File: src/rtl/button_debouncer.sv
// Two-flop synchroniser plus an independent debounce counter per push-button channel.
// Each channel yields a registered clean level and a one-cycle strobe on every accepted press.
module button_debouncer #(
    parameter int N_BUTTONS       = 3,
    parameter int DEBOUNCE_CYCLES = 1000000,
    parameter int NB_COUNTER      = 20
) (
    input  logic                 I_clk,
    input  logic                 I_reset_n,
    input  logic [N_BUTTONS-1:0] I_button_raw,
    output logic [N_BUTTONS-1:0] O_level,
    output logic [N_BUTTONS-1:0] O_pulse
);

    localparam logic [NB_COUNTER-1:0] LAST_COUNT = NB_COUNTER'(DEBOUNCE_CYCLES - 1);

    logic [N_BUTTONS-1:0]  sync1;
    logic [N_BUTTONS-1:0]  sync2;
    logic [NB_COUNTER-1:0] count      [N_BUTTONS];
    logic [NB_COUNTER-1:0] count_next [N_BUTTONS];
    logic [N_BUTTONS-1:0]  level_next;
    logic [N_BUTTONS-1:0]  pulse_next;

    // Only sync2 feeds the debounce logic; the raw lines are touched by sync1 alone.
    always_ff @(posedge I_clk or negedge I_reset_n) begin
        if (!I_reset_n) begin
            sync1 <= '0;
            sync2 <= '0;
        end else begin
            sync1 <= I_button_raw;
            sync2 <= sync1;
        end
    end

    // A disagreement must persist for DEBOUNCE_CYCLES consecutive edges before it is accepted;
    // any agreement clears the count, so the counter saturates at LAST_COUNT and never wraps.
    always_comb begin
        level_next = O_level;
        pulse_next = '0;
        for (int i = 0; i < N_BUTTONS; i++) begin
            count_next[i] = '0;
            if (sync2[i] != O_level[i]) begin
                if (count[i] == LAST_COUNT) begin
                    level_next[i] = sync2[i];
                    pulse_next[i] = sync2[i];
                end else begin
                    count_next[i] = count[i] + 1'b1;
                end
            end
        end
    end

    always_ff @(posedge I_clk or negedge I_reset_n) begin
        if (!I_reset_n) begin
            for (int i = 0; i < N_BUTTONS; i++) begin
                count[i] <= '0;
            end
            O_level <= '0;
            O_pulse <= '0;
        end else begin
            for (int i = 0; i < N_BUTTONS; i++) begin
                count[i] <= count_next[i];
            end
            O_level <= level_next;
            O_pulse <= pulse_next;
        end
    end

endmodule

File: config.mk
export PLATFORM = sky130hd
export DESIGN_NAME = button_debouncer
export DESIGN_NICKNAME = d
export VERILOG_FILES = /design/src/rtl/button_debouncer.sv
export SDC_FILE = /design/constraint.sdc
export NUM_CORES = 1
export LEC_CHECK = 0
export ABC_AREA = 1
export CORE_ASPECT_RATIO = 0.7
export CORE_MARGIN = 3
export CORE_UTILIZATION = 40
export CTS_BUF_LIST = sky130_fd_sc_hd__clkbuf_4
export CTS_CLUSTER_SIZE = 16
export DETAILED_ROUTE_END_ITERATION = 10
export RECOVER_POWER = 50
export SLEW_MARGIN = 0
export SYNTH_ARGS = -nofsm -noshare
export SYNTH_HDL_FRONTEND = slang
export SYNTH_SLANG_ARGS = --single-unit
File: constraint.sdc
create_clock -name I_clk -period 3.05 [get_ports I_clk]
set_clock_uncertainty 0.15 [all_clocks]
set_input_delay 0.4575 -clock I_clk [delete_from_list [all_inputs] [get_ports I_clk]]
set_output_delay 0.4575 -clock I_clk [all_outputs]
set_load 0.005 [all_outputs]
Word-level counts from Yosys, hierarchy flattened --
Index checks and enable logic that the tools add are counted.
Word-level totals: bits in registers 72, input bits 5, word-level logic and storage cells 33
Cells by class: $add $sub $neg 3, equal/unequal tests 6, muxes and demuxes 12, reduce and logical (&&, ||, !) cells 3
Operator list (number):
- $mux W20 | 6
- $add A20 B1 Y20 const B | 3
- $eq A20 B20 Y1 const B | 3
- $mux W1 | 6
- $reduce_and A2 Y1 | 3
- $ne A1 B1 Y1 | 3

Logic depth before layout (Yosys ltp) --
Gate-level depths: netlist of run 1.
depth after elaboration 3, mapped depth 9, mapped depth without buffers 9

Least setup slack after synthesis of run 1 --
No wires, ideal clock.
kind register to register, start point register count[0] (netlist bit), end point register count[18] (netlist bit), data arrival time 1155 ps, path slack 1627 ps, cell stages (with the launch flop) 7, buffers on the path 0, period minus slack after synthesis 1423 ps, cell sequence dfrtp_1 ha_1 nand3_2 nor2_4 nand3_2 nand2_2 nor2_1
RTL lines:
- start: declaration | RTL line 19 | logic [NB_COUNTER-1:0] count [N_BUTTONS];
- start signal: indexed assignment | RTL line 62 | count[i] <= count_next[i];

Worst setup path after layout of run 1 --
start point register O_level[2], end point output O_level[2]
RTL lines:
- start: declaration | RTL line 11 | output logic [N_BUTTONS-1:0] O_level,
- start signal: assignment | RTL line 64 | O_level <= level_next;
No word-level cell between the ends.

==> summary.txt, run 1 <==
CELLS AND AREA
------------------------------------------------------------------------------------------------------
Share of post-route cells with drive strength above 1                                            0.115
Area added between synthesis and finish                                                          10.4%
Nets                                                                                               517
Antenna fix cells                                                                                    0
Cell area after layout                                                                     0.00430 mm²
Number of fillers in the final layout                                                              912

FLOORPLAN
------------------------------------------------------------------------------------------------------
I/O pin total                                                                                       11
Area of the placeable core                                                                 0.00929 mm²
Area of the die                                                                             0.0110 mm²
Starting Density                                                                                 0.420
Floorplan die height                                                                           88.6 µm
FP Rows                                                                                             29
Die X                                                                                           124 µm

PLACEMENT
------------------------------------------------------------------------------------------------------
Gpl congestion                                                                                   0.887
Total cell area at the placement stage                                                     0.00415 mm²
Worst Setup Slack post-DPL                                                                     1.43 ns
Placed wire-length estimate                                                                    5790 µm
Count of input and output buffers                                                                   10

CLOCK NETWORK
------------------------------------------------------------------------------------------------------
CTS Buf Count                                                                                        9
Clock sinks                                                                                         72
Skew-Pair Late Insertion Delay                                                                 0.44 ns
Number of hold-repair buffers added at the cts stage                                                 0
Clock transition at the register clock pins on the worst setup and hold paths after CTS        0.11 ns
# H-tree levels                                                                                      3
# resized after CTS                                                                                  0
TritonCTS clock tree                                                                              done
Bufs on Longest Clock Path                                                                           2
Root cell of the clock tree                                                                   clkbuf_4
Post-CTS setup buffer count                                                                          0

DRT
------------------------------------------------------------------------------------------------------
Remaining design rule violation count                                                                0
Number of DRC markers after the initial detailed-route iteration                                   278
Final ANT Viol Nets                                                                                  0
Number of search-and-repair iterations in the first detailed-routing pass                            5
Vias post-DR                                                                                     3,081
Post-DR vias/cell                                                                                 4.83
Routed Wire Length                                                                             7840 µm
Average wire per cell in the routed design                                                     12.3 µm

STA
------------------------------------------------------------------------------------------------------
Total count of hold-check failures in the final report                                               0
Minimum period implied by the final worst setup slack                                          2.02 ns
Final count of pins violating max slew                                                              73
Pin slew with the least headroom to its limit                                                  1.75 ns
Sum of negative setup slack                                                                       0 ns
Unrepaired setup endpoints after global routing                                                     no
Period utilisation layout                                                                        0.661
Slack of the critical path                                                                     1.03 ns
Rel. slew slack                                                                                 -0.169
Highest Clock Rate                                                                           0.496 GHz
Setup violators final                                                                                0

CRITICAL PATH
------------------------------------------------------------------------------------------------------
Worst endpoint data arrival time                                                               1.41 ns
Data required time of the worst path                                                           2.44 ns
Endpoint type of the worst setup path                                                     primary output
Highest cell delay on the worst timing path                                                    0.54 ns
Critical path origin                                                                        O_level[2]
Slowest cell on the critical path                                                         clkdlybuf4s50_1
Critical path type                                                                        register to primary output
Cell chain of the critical path                                                           clkdlybuf4s50_1
Buf+Inv Stages, Crit Path                                                                            1
Startpoint Class                                                                              register
Startpoint of the most critical register-to-register path                                     count[0]
Critical-path maximum fanout                                                                         4
Top delay family on crit path                                                             buffers and inverters

GRT
------------------------------------------------------------------------------------------------------
Met3 routing resource usage after global routing                                                0.0511
Antenna violations before repair                                                                     0
Global Route Usage Sum                                                                           0.163
Met2 track utilization from global routing                                                       0.231
GR Util met1                                                                                     0.238
Maximum number of pins on one net before global-route repair                                        73
Most heavily used metal layer in global routing                                                   met1
Via count of the first global-routing pass                                                       2,959
Grt ovf                                                                                              0
Wire length of the first global-routing pass                                                 13,900 µm

SYNTH
------------------------------------------------------------------------------------------------------
Syn Inst Count                                                                                     489
Top_reg_cell synth                                                                             dfrtp_1
Number of library cell types mapped by synthesis                                                    26
Fraction of synthesis flops using an asynchronous set or reset pin                                1.00
Number of synthesized register bits                                                                 72
Cell area after synthesis                                                                  0.00390 mm²
EDFF count, synth                                                                                    0
Synthesized area per cell                                                                     7.97 µm²
Number of warnings issued by yosys                                                                   0
Syn_nets                                                                                           497
Proportion of synthesized chip area in sequential cells                                          0.462

OUTCOME
------------------------------------------------------------------------------------------------------
Status                                                                                    finished with violations
Violations in the final reports                                                           capacitance limit, slew limit

POWER AND IR DROP
------------------------------------------------------------------------------------------------------
Power Dens Cells                                                                            400 mW/mm²
Lkg Pwr                                                                                     0.00188 µW
IR Drop Worst-Case VDD                                                                      0.000266 V

FLOW RUN
------------------------------------------------------------------------------------------------------
Number of max-cap violations                                                                         1

MIN PATH
------------------------------------------------------------------------------------------------------
Min-delay src                                                                                 sync1[0]
HP Class                                                                                  register to register

==> routing by layer <==
metal	wire length, µm	vias to the layer above
met5	0	-
met4	91	0
met1	4190	1439
li1	-	1581
met3	364	10
met2	3200	51
==> path summary, 6_finish.rpt <==
kind,endpoint,slack (ns),cells after the start
worst max-delay path,O_level[2],1.03,1
worst min-delay path,sync2[0],0.21,0
worst max register to register,count[18],1.41,6
worst min register to register,sync2[0],0.21,0
max in group asynchronous,count[15],1.39,1
min in group asynchronous,count[21],0.32,1
==> stage by stage <==
stage | std cells | power [µW] | hold slack, ns | utilization
global route | 638 | 1810 | 0.234 | 0.463
CTS | 638 | 1750 | 0.00401 | 0.463
detailed placement | 622 | 1060 | 0.186 | 0.446
finish | 638 | 1720 | 0.209 | 0.463
global placement | 622 | 1060 | 0.183 | 0.446
floorplan | 489 | 1030 | 0.0119 | -
==> area by class of cell <==
class	instances	area, µm²	share of cell area
Tap cell	124	155	0.0361
Clock inverter	6	83.8	0.0195
Sequential cell	72	1800	0.419
Inverter	50	188	0.0436
Multi-Input combinational cell	366	1900	0.443
Timing Repair Buffer	10	95.1	0.0221
Clock buffer	10	75.1	0.0174
==> report_power, final <==
| group | switching (µW) | internal, µW | total (µW) | leakage, µW |
|---|---|---|---|---|
| combinational | 44.5 | 17.3 | 61.8 | 0.000816 |
| clock | 345 | 338 | 682 | 0.0000817 |
| sequential | 10.7 | 968 | 979 | 0.000985 |
==> cell families (layout without fill, tap and decap cells) <==
kind of cell | Yosys count | in the layout | share of synthesized area
AND/OR/NAND/NOR | 310 | 310 | 0.370
flip-flops | 72 | 72 | 0.462
adder cells (fa/ha/maj) | 3 | 3 | 0.00963
buffers and inverters | 51 | 76 | 0.0494
XOR/XNOR | 34 | 34 | 0.0822
AO/OA/AOI/OAI | 19 | 19 | 0.0270
==> cell usage after synthesis, types with 5 or more instances <==
cell,count,share of area
o21ai_1,7,0.0090
dfrtp_1,72,0.46
nand3_1,48,0.062
nor2_1,119,0.11
xnor2_1,10,0.022
nor2_4,10,0.029
nor2_2,9,0.014
nand4_1,8,0.013
nand2_1,89,0.086
xor2_1,21,0.047
nand2_2,11,0.018
inv_1,46,0.044
nor3_1,5,0.0064
a21oi_1,7,0.0090
==> placed cells by master (no fill, tap or decap) <==
cell and count:
clkinv_1 2, xor2_1 21, o21ai_1 7, clkbuf_2 1, clkinv_4 1, dlygate4sd3_1 3, xor2_2 3, nor2_2 9
nand3b_1 3, nand3_2 4, clkinvlp_4 1, clkbuf_4 10, nand4_1 8, nand3_4 1, nor2_1 119, nand2_1 89
nor2_4 10, o21bai_1 4, clkdlybuf4s50_1 6, ha_1 3, bufinv_16 2, o21ai_0 1, nor3_1 5, inv_2 4
dfrtp_1 72, a21oi_1 7, nand2_2 11, and2_1 1, nor3_2 1, xnor2_1 10, nand2_4 1, nand3_1 48
inv_1 46
==> registers in the layout (all words and copies together), names as in the netlist <==
name     count
sync2        3
sync1        3
count       60
O_pulse      3
O_level      3
(Power assumes the default switching activity.)
==> run 2: changes to the inputs <==
==> constraint.sdc (replaced) <==
create_clock -name I_clk -period 2.1 [get_ports I_clk]
set_clock_uncertainty 0.15 [all_clocks]
set_input_delay 0.315 -clock I_clk [delete_from_list [all_inputs] [get_ports I_clk]]
set_output_delay 0.315 -clock I_clk [all_outputs]
set_load 0.005 [all_outputs]
==> summary.txt, run 2 (same netlist as run 1, synthesis figures left out) <==
DRT
------------------------------------------------------------------------------------------------------
Vias post-DR                                                                                     3,077   -0.13%
Final ANT Viol Nets                                                                                  0   unchanged
Post-DR vias/cell                                                                                 4.82   -0.13%
Remaining design rule violation count                                                                0   unchanged
Number of DRC markers after the initial detailed-route iteration                                   237   -15%
Routed Wire Length                                                                             7860 µm   +0.20%
Number of search-and-repair iterations in the first detailed-routing pass                            5   unchanged
Average wire per cell in the routed design                                                     12.3 µm   +0.20%

CRITICAL PATH
------------------------------------------------------------------------------------------------------
Worst endpoint data arrival time                                                               1.40 ns   about the same
Critical-path maximum fanout                                                                         4   unchanged
Cell chain of the critical path                                                           clkdlybuf4s50_1
Buf+Inv Stages, Crit Path                                                                            1   unchanged
Endpoint type of the worst setup path                                                     primary output
FF-to-FF path depth                                                                                  6   unchanged
Highest cell delay on the worst timing path                                                    0.53 ns   about the same
Endpoint of the lowest-slack register-to-register path                                       count[18]
Data required time of the worst path                                                           1.63 ns   -0.81 ns
Startpoint of the most critical register-to-register path                                     count[0]
Critical path type                                                                        register to primary output
Top delay family on crit path                                                             buffers and inverters
Reg-to-reg setup timing slack                                                                  0.48 ns   -0.93 ns
Slowest cell on the critical path                                                         clkdlybuf4s50_1
Startpoint Class                                                                              register

STA
------------------------------------------------------------------------------------------------------
Pin slew with the least headroom to its limit                                                  1.02 ns   -0.736 ns
Setup violators final                                                                                0   unchanged
Highest Clock Rate                                                                           0.536 GHz
Final count of pins violating max slew                                                               0   -100%
Worst hold slack                                                                              0.211 ns   +0.00181 ns
Total count of hold-check failures in the final report                                               0   unchanged
Period utilisation layout                                                                        0.889
Unrepaired setup endpoints after global routing                                                     no
Rel. slew slack                                                                                  0.322   +0.491
Sum of negative setup slack                                                                       0 ns   unchanged
Minimum period implied by the final worst setup slack                                          1.87 ns

OUTCOME
------------------------------------------------------------------------------------------------------
Status                                                                                       completed

FLOORPLAN
------------------------------------------------------------------------------------------------------
I/O pin total                                                                                       11   unchanged
Area of the die                                                                             0.0110 mm²   unchanged
Starting Density                                                                                 0.420   unchanged
Area of the placeable core                                                                 0.00929 mm²   unchanged
Floorplan die height                                                                           88.6 µm   unchanged
Die X                                                                                           124 µm   unchanged
FP Rows                                                                                             29   unchanged

CELLS AND AREA
------------------------------------------------------------------------------------------------------
Non-Filler Instances                                                                               638   unchanged
Register bank with the most flops                                                                count
Final design utilization                                                                         0.459   -0.00377
Number of flip-flops in the largest register                                                        60   unchanged
Nets                                                                                               519   +0.39%
Most common cell after layout, fill and taps aside                                              nor2_1
Number of fillers in the final layout                                                              921   +0.99%
Share of post-route cells with drive strength above 1                                            0.115   unchanged
Most frequent cells in the layout                                                         nor2_1 (119), nand2_1 (89), dfrtp_1 (72)
Antenna fix cells                                                                                    0   unchanged
Area added between synthesis and finish                                                          9.47%

MIN PATH
------------------------------------------------------------------------------------------------------
Hold Path Stages                                                                                     0   unchanged
Min-delay src                                                                                 sync1[1]
HP Class                                                                                  register to register
Sink of the worst hold path                                                                   sync2[1]

GRT
------------------------------------------------------------------------------------------------------
Maximum number of pins on one net before global-route repair                                        39   -47%
Grt ovf                                                                                              0   unchanged
Via count of the first global-routing pass                                                       2,780   -6.0%
Antenna violations before repair                                                                     0   unchanged
Wire length of the first global-routing pass                                                 13,500 µm   -2.8%
Global Route Usage Sum                                                                           0.159   -0.00389

CLOCK NETWORK
------------------------------------------------------------------------------------------------------
Skew-Pair Late Insertion Delay                                                                 0.42 ns   -0.02 ns
TritonCTS clock tree                                                                              done
Clock transition at the register clock pins on the worst setup and hold paths after CTS        0.12 ns   about the same
Bufs on Longest Clock Path                                                                           2   unchanged
CTS Buf Count                                                                                        9   unchanged
# H-tree levels                                                                                      3   unchanged
Root cell of the clock tree                                                                   clkbuf_4
# resized after CTS                                                                                  0   unchanged
Clock sinks                                                                                         72   unchanged

PLACEMENT
------------------------------------------------------------------------------------------------------
Count of input and output buffers                                                                   10   unchanged
Gpl congestion                                                                                   0.922   +3.9%
Placed Cells                                                                                       623   +0.16%
Placed wire-length estimate                                                                    5770 µm   -0.37%

POWER AND IR DROP
------------------------------------------------------------------------------------------------------
Fraction of power consumed by the clock network                                                  0.317   -0.079
IR Drop Worst-Case VDD                                                                      0.000356 V   +34%
Int Power                                                                                      1660 µW   +25%
Power Dens Cells                                                                            521 mW/mm²   +30%
Lkg Pwr                                                                                     0.00187 µW   -0.70%
Reg power frac                                                                                   0.639   +0.071
Switching power as a share of total power                                                        0.255   +0.0234
Part of the total power dissipated in combinational logic                                        0.044   +0.008
NetSw                                                                                           568 µW   +42%

FLOW RUN
------------------------------------------------------------------------------------------------------
Number of max-cap violations                                                                         0   -1

[run 2: cell types whose count changed in the layout (fill, tap and decap cells not counted), sizes merged]
cell,change
buf,+1
bufinv,-2
clkbuf,-1
clkinv,+1
dlygate4sd3,+1
[run 2: metrics by stage]
stage / cell area (µm²) / total power, µW / worst slack (ns)
after global placement: 4170 / 1550 / 0.543
after floorplan: 3900 / 1500 / 0.677
after CTS: 4270 / 2270 / 0.181
final: 4270 / 2220 / 0.234
after detailed placement: 4170 / 1550 / 0.501
after global routing: 4270 / 2330 / 0.123
[run 2: timing repair]
| item | 4_1_cts | 5_1_grt |
|---|---|---|
| endpoints found under the hold margin | 37 | 0 |
| hold buffers | 1 | 0 |
| buffers inserted | 0 | 0 |
[run 2: worst max-delay path by stage]
stage	from	endpoint	slack (ns)	depth (start not counted)
after global placement	count[20]	count[36]	0.54	7
after detailed placement	count[0]	count[9]	0.50	6
after CTS	O_level[2]	O_level[2]	0.18	1
after global routing	O_level[2]	O_level[2]	0.12	1
after floorplan	count[0]	count[18]	0.68	6
final	O_level[1]	O_level[1]	0.23	1
[run 2: power groups by stage]
stage | Sequential, µW | Clock (µW) | Combinational (µW)
after CTS | 1420 | 740 | 105
after floorplan | 1450 | 0 | 50.3
final | 1420 | 705 | 98.7
after global placement | 1450 | 0 | 101
after global routing | 1420 | 788 | 116
after detailed placement | 1450 | 0 | 103
[run 2: area by class of cell]
type                            instances  area, µm²  area share
Multi-Input combinational cell        366       1900       0.446
Sequential cell                        72       1800       0.422
Inverter                               50        188      0.0440
Tap cell                              124        155      0.0364
Timing Repair Buffer                   12        125      0.0293
Clock buffer                            9       67.6      0.0158
Clock inverter                          5       26.3     0.00616
[run 2: worst register-to-register path, stage by stage (launching register included)]
cell	delay [ns]
dfrtp_1	0.38
ha_1	0.23
nand3_2	0.18
nor2_4	0.18
nand3_2	0.15
nand2_2	0.16
nor2_1	0.06
[run 2: routing by layer]
metal / up-vias / share of wire / wire length [µm] / GRT usage
met4: 0 / 0.010 / 79 / 0.0417
met5: - / 0 / 0 / 0
met3: 7 / 0.052 / 410 / 0.0479
li1: 1590 / - / - / -
met2: 85 / 0.39 / 3090 / 0.216
met1: 1395 / 0.54 / 4280 / 0.243
